--- src/rtl/fft_sample_sequencer.sv ---
// Streams one N-sample frame from a 1-cycle-latency sample ROM to a valid/ready sink.
// Optional macro FFT_BIT_REVERSE_EN adds the bitrev input for bit-reversed read order.
module fft_sample_sequencer #(
    parameter int DATA_WIDTH = 32,
    parameter int LOG2_N     = 6
) (
    input  logic                  clk,
    input  logic                  reset,
    input  logic                  start,
    input  logic                  continuous,
`ifdef FFT_BIT_REVERSE_EN
    input  logic                  bitrev,
`endif
    output logic [LOG2_N-1:0]     rom_addr,
    output logic                  rom_rd,
    input  logic [DATA_WIDTH-1:0] rom_q,
    output logic [DATA_WIDTH-1:0] out_data,
    output logic                  out_valid,
    input  logic                  out_ready,
    output logic                  out_last,
    output logic                  busy,
    output logic                  done,
    output logic [15:0]           frame_cnt,
    output logic [1:0]            state_dbg
);

    typedef enum logic [1:0] {
        IDLE  = 2'd0,
        RUN   = 2'd1,
        DRAIN = 2'd2
    } state_t;

    localparam logic [LOG2_N-1:0] LAST_IDX = {LOG2_N{1'b1}};
    localparam logic [LOG2_N-1:0] IDX_ONE  = {{(LOG2_N-1){1'b0}}, 1'b1};

    state_t                state;
    logic [LOG2_N-1:0]     index;
    logic                  rev_q;
    logic                  frame_rev;
    logic                  rd_pend;
    logic                  pend_last;
    logic [DATA_WIDTH-1:0] buf_data [2];
    logic [1:0]            buf_last;
    logic                  wptr;
    logic                  rptr;
    logic [1:0]            occ;
    logic [1:0]            occ_next;
    logic                  pop;
    logic                  last_pop;

    function automatic logic [LOG2_N-1:0] reverse_bits(input logic [LOG2_N-1:0] v);
        logic [LOG2_N-1:0] r;
        for (int i = 0; i < LOG2_N; i++) r[i] = v[LOG2_N-1-i];
        return r;
    endfunction

`ifdef FFT_BIT_REVERSE_EN
    assign frame_rev = bitrev;
`else
    assign frame_rev = 1'b0;
`endif

    // Handshake: a sample transfers on a rising edge where out_valid=1 and out_ready=1;
    // while out_valid=1 and out_ready=0 the head entry (out_data/out_last) is held.
    // A read is issued only if the buffer, after this cycle's capture and pop, still
    // has room for it, so buffered plus in-flight samples never exceed two.
    always_comb begin
        out_valid = (occ != 2'd0);
        out_data  = buf_data[rptr];
        out_last  = out_valid & buf_last[rptr];
        pop       = out_valid & out_ready;
        last_pop  = pop & out_last;
        occ_next  = occ + {1'b0, rd_pend} - {1'b0, pop};
        rom_rd    = (state == RUN) && (occ_next < 2'd2);
        rom_addr  = rev_q ? reverse_bits(index) : index;
        busy      = (state != IDLE);
        state_dbg = state;
    end

    always_ff @(posedge clk or negedge reset) begin
        if (!reset) begin
            state       <= IDLE;
            index       <= '0;
            rev_q       <= 1'b0;
            rd_pend     <= 1'b0;
            pend_last   <= 1'b0;
            buf_data[0] <= '0;
            buf_data[1] <= '0;
            buf_last    <= '0;
            wptr        <= 1'b0;
            rptr        <= 1'b0;
            occ         <= 2'd0;
            done        <= 1'b0;
            frame_cnt   <= 16'd0;
        end else begin
            // rom_q belongs to the read issued one cycle earlier; tag the frame's final read.
            rd_pend   <= rom_rd;
            pend_last <= rom_rd && (index == LAST_IDX);
            if (rd_pend) begin
                buf_data[wptr] <= rom_q;
                buf_last[wptr] <= pend_last;
                wptr           <= ~wptr;
            end
            if (pop) rptr <= ~rptr;
            occ  <= occ_next;
            done <= last_pop;
            if (last_pop) frame_cnt <= frame_cnt + 16'd1;

            case (state)
                IDLE: begin
                    if (start) begin
                        state <= RUN;
                        index <= '0;
                        rev_q <= frame_rev;
                    end
                end
                RUN: begin
                    if (rom_rd) begin
                        index <= index + IDX_ONE;
                        if (index == LAST_IDX) state <= DRAIN;
                    end
                end
                DRAIN: begin
                    if (last_pop) begin
                        if (continuous) begin
                            state <= RUN;
                            index <= '0;
                            rev_q <= frame_rev;
                        end else begin
                            state <= IDLE;
                        end
                    end
                end
                default: state <= IDLE;
            endcase
        end
    end

endmodule

--- config.mk ---
export PLATFORM = sky130hd
export DESIGN_NAME = fft_sample_sequencer
export DESIGN_NICKNAME = d
export VERILOG_FILES = /design/src/rtl/fft_sample_sequencer.sv
export SDC_FILE = /design/constraint.sdc
export NUM_CORES = 1
export LEC_CHECK = 0
export CORE_UTILIZATION = 45
export CTS_CLUSTER_DIAMETER = 80
export DETAILED_ROUTE_END_ITERATION = 16
export MAX_ROUTING_LAYER = met4
export PLACE_DENSITY = 0.76
export SLEW_MARGIN = 5
export SYNTH_ARGS = -nofsm -noshare
export SYNTH_HDL_FRONTEND = slang
export SYNTH_SLANG_ARGS = --single-unit
--- constraint.sdc ---
create_clock -name clk -period 2.4 [get_ports clk]
set_clock_uncertainty 0.1 [all_clocks]
set_input_delay 0.48 -clock clk [delete_from_list [all_inputs] [get_ports clk]]
set_output_delay 0.48 -clock clk [all_outputs]
set_load 0.01 [all_outputs]
; ---- Yosys cells after proc, flatten, opt, wreduce, memory -nomap -nowiden
; Index checks and enable logic that the tools add are counted.
[totals]
output_inout_bits = 61
in_bits = 37
regBits = 98
[op_classes]
n_eq_ne = 8
reduce_logical = 12
add_sub_neg = 4
muxes = 27
bitwise = 7
n_lt_le_gt_ge = 7
[op_table]
columns = op, n
row1 = 32-bit two-way mux, 4
row2 = 64-bit bitwise mux, 1
row3 = 32-bit demux with 1-bit select, 1
row4 = 6-bit two-way mux, 5
row5 = 6-bit one-hot mux with 3 select lines, 1
row6 = 16-bit by 1-bit adder with 16-bit output (second input constant), 1
row7 = 2-bit two-way mux, 4
row8 = 2-bit inequality test (second input constant), 4
row9 = 4-bit AND reduction, 2
row10 = 1-bit two-way mux, 7
row11 = 6-bit by 1-bit adder with 6-bit output (second input constant), 1
row12 = 6-bit equality test (second input constant), 1
row13 = 2-bit one-hot mux with 3 select lines, 1
row14 = 2-bit nonzero test, 3
row15 = 5-bit AND reduction, 1
row16 = 2-bit >= comparator (second input constant), 2
row17 = 1-bit logical AND, 4
row18 = 1-bit by 2-bit less-than comparator with 1-bit output (second input constant), 2
row19 = 1-bit inverter with 2-bit output, 2
row20 = 1-bit bitwise AND, 3
row21 = 3-bit nonzero test, 1
row22 = 2-bit by 1-bit adder with 2-bit output, 1
row23 = 2-bit bitwise mux, 1
row24 = 2-bit by 1-bit equality test with 1-bit output (second input constant), 1
row25 = other kinds (10), 11

; ---- Logic depth before layout (Yosys ltp)
[depth]
ltp_word = 7
mapped_depth = 9
mapped_depth_nobuf = 9

; ---- Least setup slack after synthesis
; Ideal clock, no wire load.
[synth_timing]
path_kind = reg2out
startpoint = register occ[1]
endpoint = output port rom_rd
required_time_ps = 1820
stages_incl_launch_ff = 9
setup_slack_ps = -204
arrival_ps = 2024
path_cell_list = dfrtp_1 > o21ai_1 > inv_1 > ha_1 > inv_1 > ha_1 > xor3_2 > nand2b_1 > inv_1
[synth_between]
elab_chain_cells = 5
[synth_rtl]
columns = item, line
row1 = from (decl), 46  ; logic [1:0] occ;
row2 = from (signal assigned), 105  ; occ <= occ_next;
row3 = 2-bit nonzero test, 68  ; out_valid = (occ != 2'd0);
row4 = 1-bit bitwise AND, 71  ; pop = out_valid & out_ready;
row5 = net pop, 48  ; logic pop;
row6 = 2-bit by 1-bit subtractor with 2-bit output, 73  ; occ_next = occ + {1'b0, rd_pend} - {1'b0, pop};
row7 = net occ_next[1], 47  ; logic [1:0] occ_next;
row8 = 2-bit less-than comparator, 74  ; rom_rd = (state == RUN) && (occ_next < 2'd2);
row9 = 1-bit logical AND, 74
row10 = to (decl), 15  ; output logic rom_rd,
; The timed path passes the listed nets, and every way through them passes these cells.

; ---- Worst setup path in the final report
; Same ends and word-level chain as after synthesis.

==> results.cfg <==
[status]
status = complete, but fails checks
violations = negative setup slack

[cts]
clockBufferDepth = 2
cts_buffers = 9
clk_pin_slew_worst_paths_ps = 100
postCtsHoldBufs = 0
clk_latency_ps = 360
htreeDepth = 3
cts_tree = done
cts_root_buffer = clkbuf_8
cts_num_sinks = 97

[floorplan]
core_mm2 = 0.00920
pin_count = 98
start_util_pct = 46.4
die_h_um = 99.3
die-area_mm2 = 0.00987
num_rows = 35
die_w_um = 99.3

[synth]
synthCells = 301
syn_area_per_cell_um2 = 14.2
yosys_warnings = 0
ys_seq_elements = 97
synthTopCellsByArea = dfrtp_1, mux2_2, xnor2_1, ha_1, nand2_1
ys.flop_type = dfrtp_1
ys_top_cells_by_count = mux2_2, dfrtp_1, xnor2_1
syn_nets = 342
synthArstFlopShare_pct = 100
yosys.area.top_type = dfrtp_1
synth_edf_count = 0
yosysSeqAreaShare_pct = 56.9
yosysTopAreaCellShare_pct = 56.9
synth_area_mm2 = 0.00426
synth_most_common_cell = mux2_2
synth_cell_types = 41

[route]
via_per_inst = 5.17
drt-total-wl_mm = 8.87
wl_per_cell_um = 16.6
vias = 2767
drc = 0
drtIter0Drc = 62
drtAntennaViolNets = 0
first_pass_iters = 4

[timing]
tightest_slew_ps = 657
rsz0062_at_grt = true
finalHoldViolCount = 0
max_freq_ghz = 0.391
setup_viol = 1
whs_ps = 28.8
post-route-period-util_pct = 107
report.final.slew_viol_count = 0
period_needed_ps = 2560
slew_headroom_pct = 56.2
setup_ws_ps = -158

[global_route]
grt_overflow = 0
antenna_found_initial = 0
grt_max_degree = 51
grt_pass1_wl_mm = 14.5
grt_usage_pct = 19.6
grt_pass1_vias = 2922

[worst_setup_path]
cp-start-kind = register
arrival_ps = 1980
r2r_slack_ps = 60
critPathKind = reg -> out
crit_required_ps = 1820
crit_fanout = 3
endpoint_kind = output pin

[power_and_ir_drop]
p_leak_nw = 2.74
p_per_area_mw_per_mm2 = 724
peakVddDrop_mv = 0.440

[layout]
drive_gt1_share_pct = 37.5
nets = 460
n_antenna_cell = 0
syn2layout_area_growth_pct = 36.7
nFillCells = 716

[placement]
pre_cts_slack_ps = -845
place_congestion = 0.773
hpwlAfterDp_mm = 5.86
port_buffers = 97

[min_path]
min_path_type = in -> async

[job]
drv_cap = 0
==> where the power goes <==
group,total [mW],switching (mW),internal [mW],leakage (nW)
clock network,1.20,0.571,0.624,0.111
logic,1.29,0.501,0.791,1.36
registers,1.73,0.0424,1.69,1.26
total,4.22,1.11,3.10,2.74
==> per-layer routing <==
metal | vias to the layer above | global-route usage (%) | routed length [um] | share of wire (%)
li1 | 1302 | - | - | -
met1 | 1393 | 25.0 | 4040 | 46
met2 | 63 | 31.6 | 4380 | 49
met3 | 9 | 3.37 | 338 | 3.8
met4 | 0 | 7.24 | 109 | 1.2
met5 | - | - | 0 | 0
==> critical path, stage by stage, from the launching register on <==
cell	delay (ps)
dfrtp_1	410
o21ai_4	160
inv_2	60
ha_4	250
inv_2	30
ha_4	140
xor3_2	260
nand2b_4	160
inv_2	60
buf_6	90
==> through the flow <==
step | util, % | TNS [ps] | total power [mW] | std cells | cell area [um2]
final | 63.4 | -158 | 4.22 | 535 | 5830
after CTS | 63.0 | -377 | 4.23 | 533 | 5800
after global routing | 63.4 | -255 | 4.43 | 535 | 5830
after global placement | 59.5 | -2800 | 2.85 | 512 | 5470
after detailed placement | 59.5 | -3520 | 2.87 | 512 | 5470
after floorplan | - | 0 | 2.32 | 301 | 4280
==> state kept, by name, summed over array words and instances, names as in the netlist <==
register   flops
buf_last       2
occ            2
rptr           1
wptr           1
index          6
state_dbg      2
buf_data      64
done           1
pend_last      1
rd_pend        1
frame_cnt     16
==> cells in the final DEF, fill, tap and decap left out, types with 2 or more instances in the layout <==
cell type          n
or2_2              2
buf_12             4
clkdlybuf4s50_1   71
xor2_1             3
nor3_1             4
and3_1             3
dfrtp_1           96
clkdlybuf4s15_1    8
nand3_1            7
nor2_2             2
nor2_1             4
dlymetal6s2s_1     4
clkbuf_8          10
nand4_1            5
ha_1               2
bufinv_16          2
inv_6              2
o21ai_0            4
mux2_2           100
ha_4               2
dlygate4sd2_1     12
nand2_1           10
xnor2_1           14
inv_1              4
inv_2              3
and4_1             2
o22ai_1            2
buf_4             17
==> logic make-up after synthesis <==
kind of cell	count (synthesis)	synth area share [%]
AND/OR/NAND/NOR	47	6.49
multiplexers	101	26.7
XOR/XNOR	18	4.08
flip-flops	97	56.9
buffers and inverters	18	1.76
AO/OA/AOI/OAI	16	2.85
adder cells (fa/ha/maj)	4	1.17
==> layout make-up <==
class                   count  area (um2)  share of cell area, %
clock inverters             5        85.1                   1.46
flip-flops and latches     97        2430                   41.7
well taps                 111         139                   2.38
multi-input cells         186        1810                   31.1
repair buffers            118        1200                   20.5
clock buffers              11         141                   2.42
inverters                   7        26.3                  0.451
==> path summary, 6_finish.rpt <==
| kind | startpoint | endpoint | cells past startpoint |
|---|---|---|---|
| setup / recovery | occ[1] | rom_rd | 9 |
| hold / removal | reset | index[0] | 1 |
| setup reg to reg | occ[1] | index[3] | 10 |
| hold reg to reg | frame_cnt[15] | frame_cnt[15] | 1 |
| max in group asynchronous | reset | buf_data[48] | 2 |
| min in group clk | frame_cnt[15] | frame_cnt[15] | 1 |
==> what timing repair did <==
action / in CTS / in global routing
gates cloned: 1 / 0
pin swaps: 4 / 2
setup endpoints to repair: 36 / 15
resized for setup: 38 / 12
setup buffers: 4 / 2
Power figures use the tool's default switching activity.
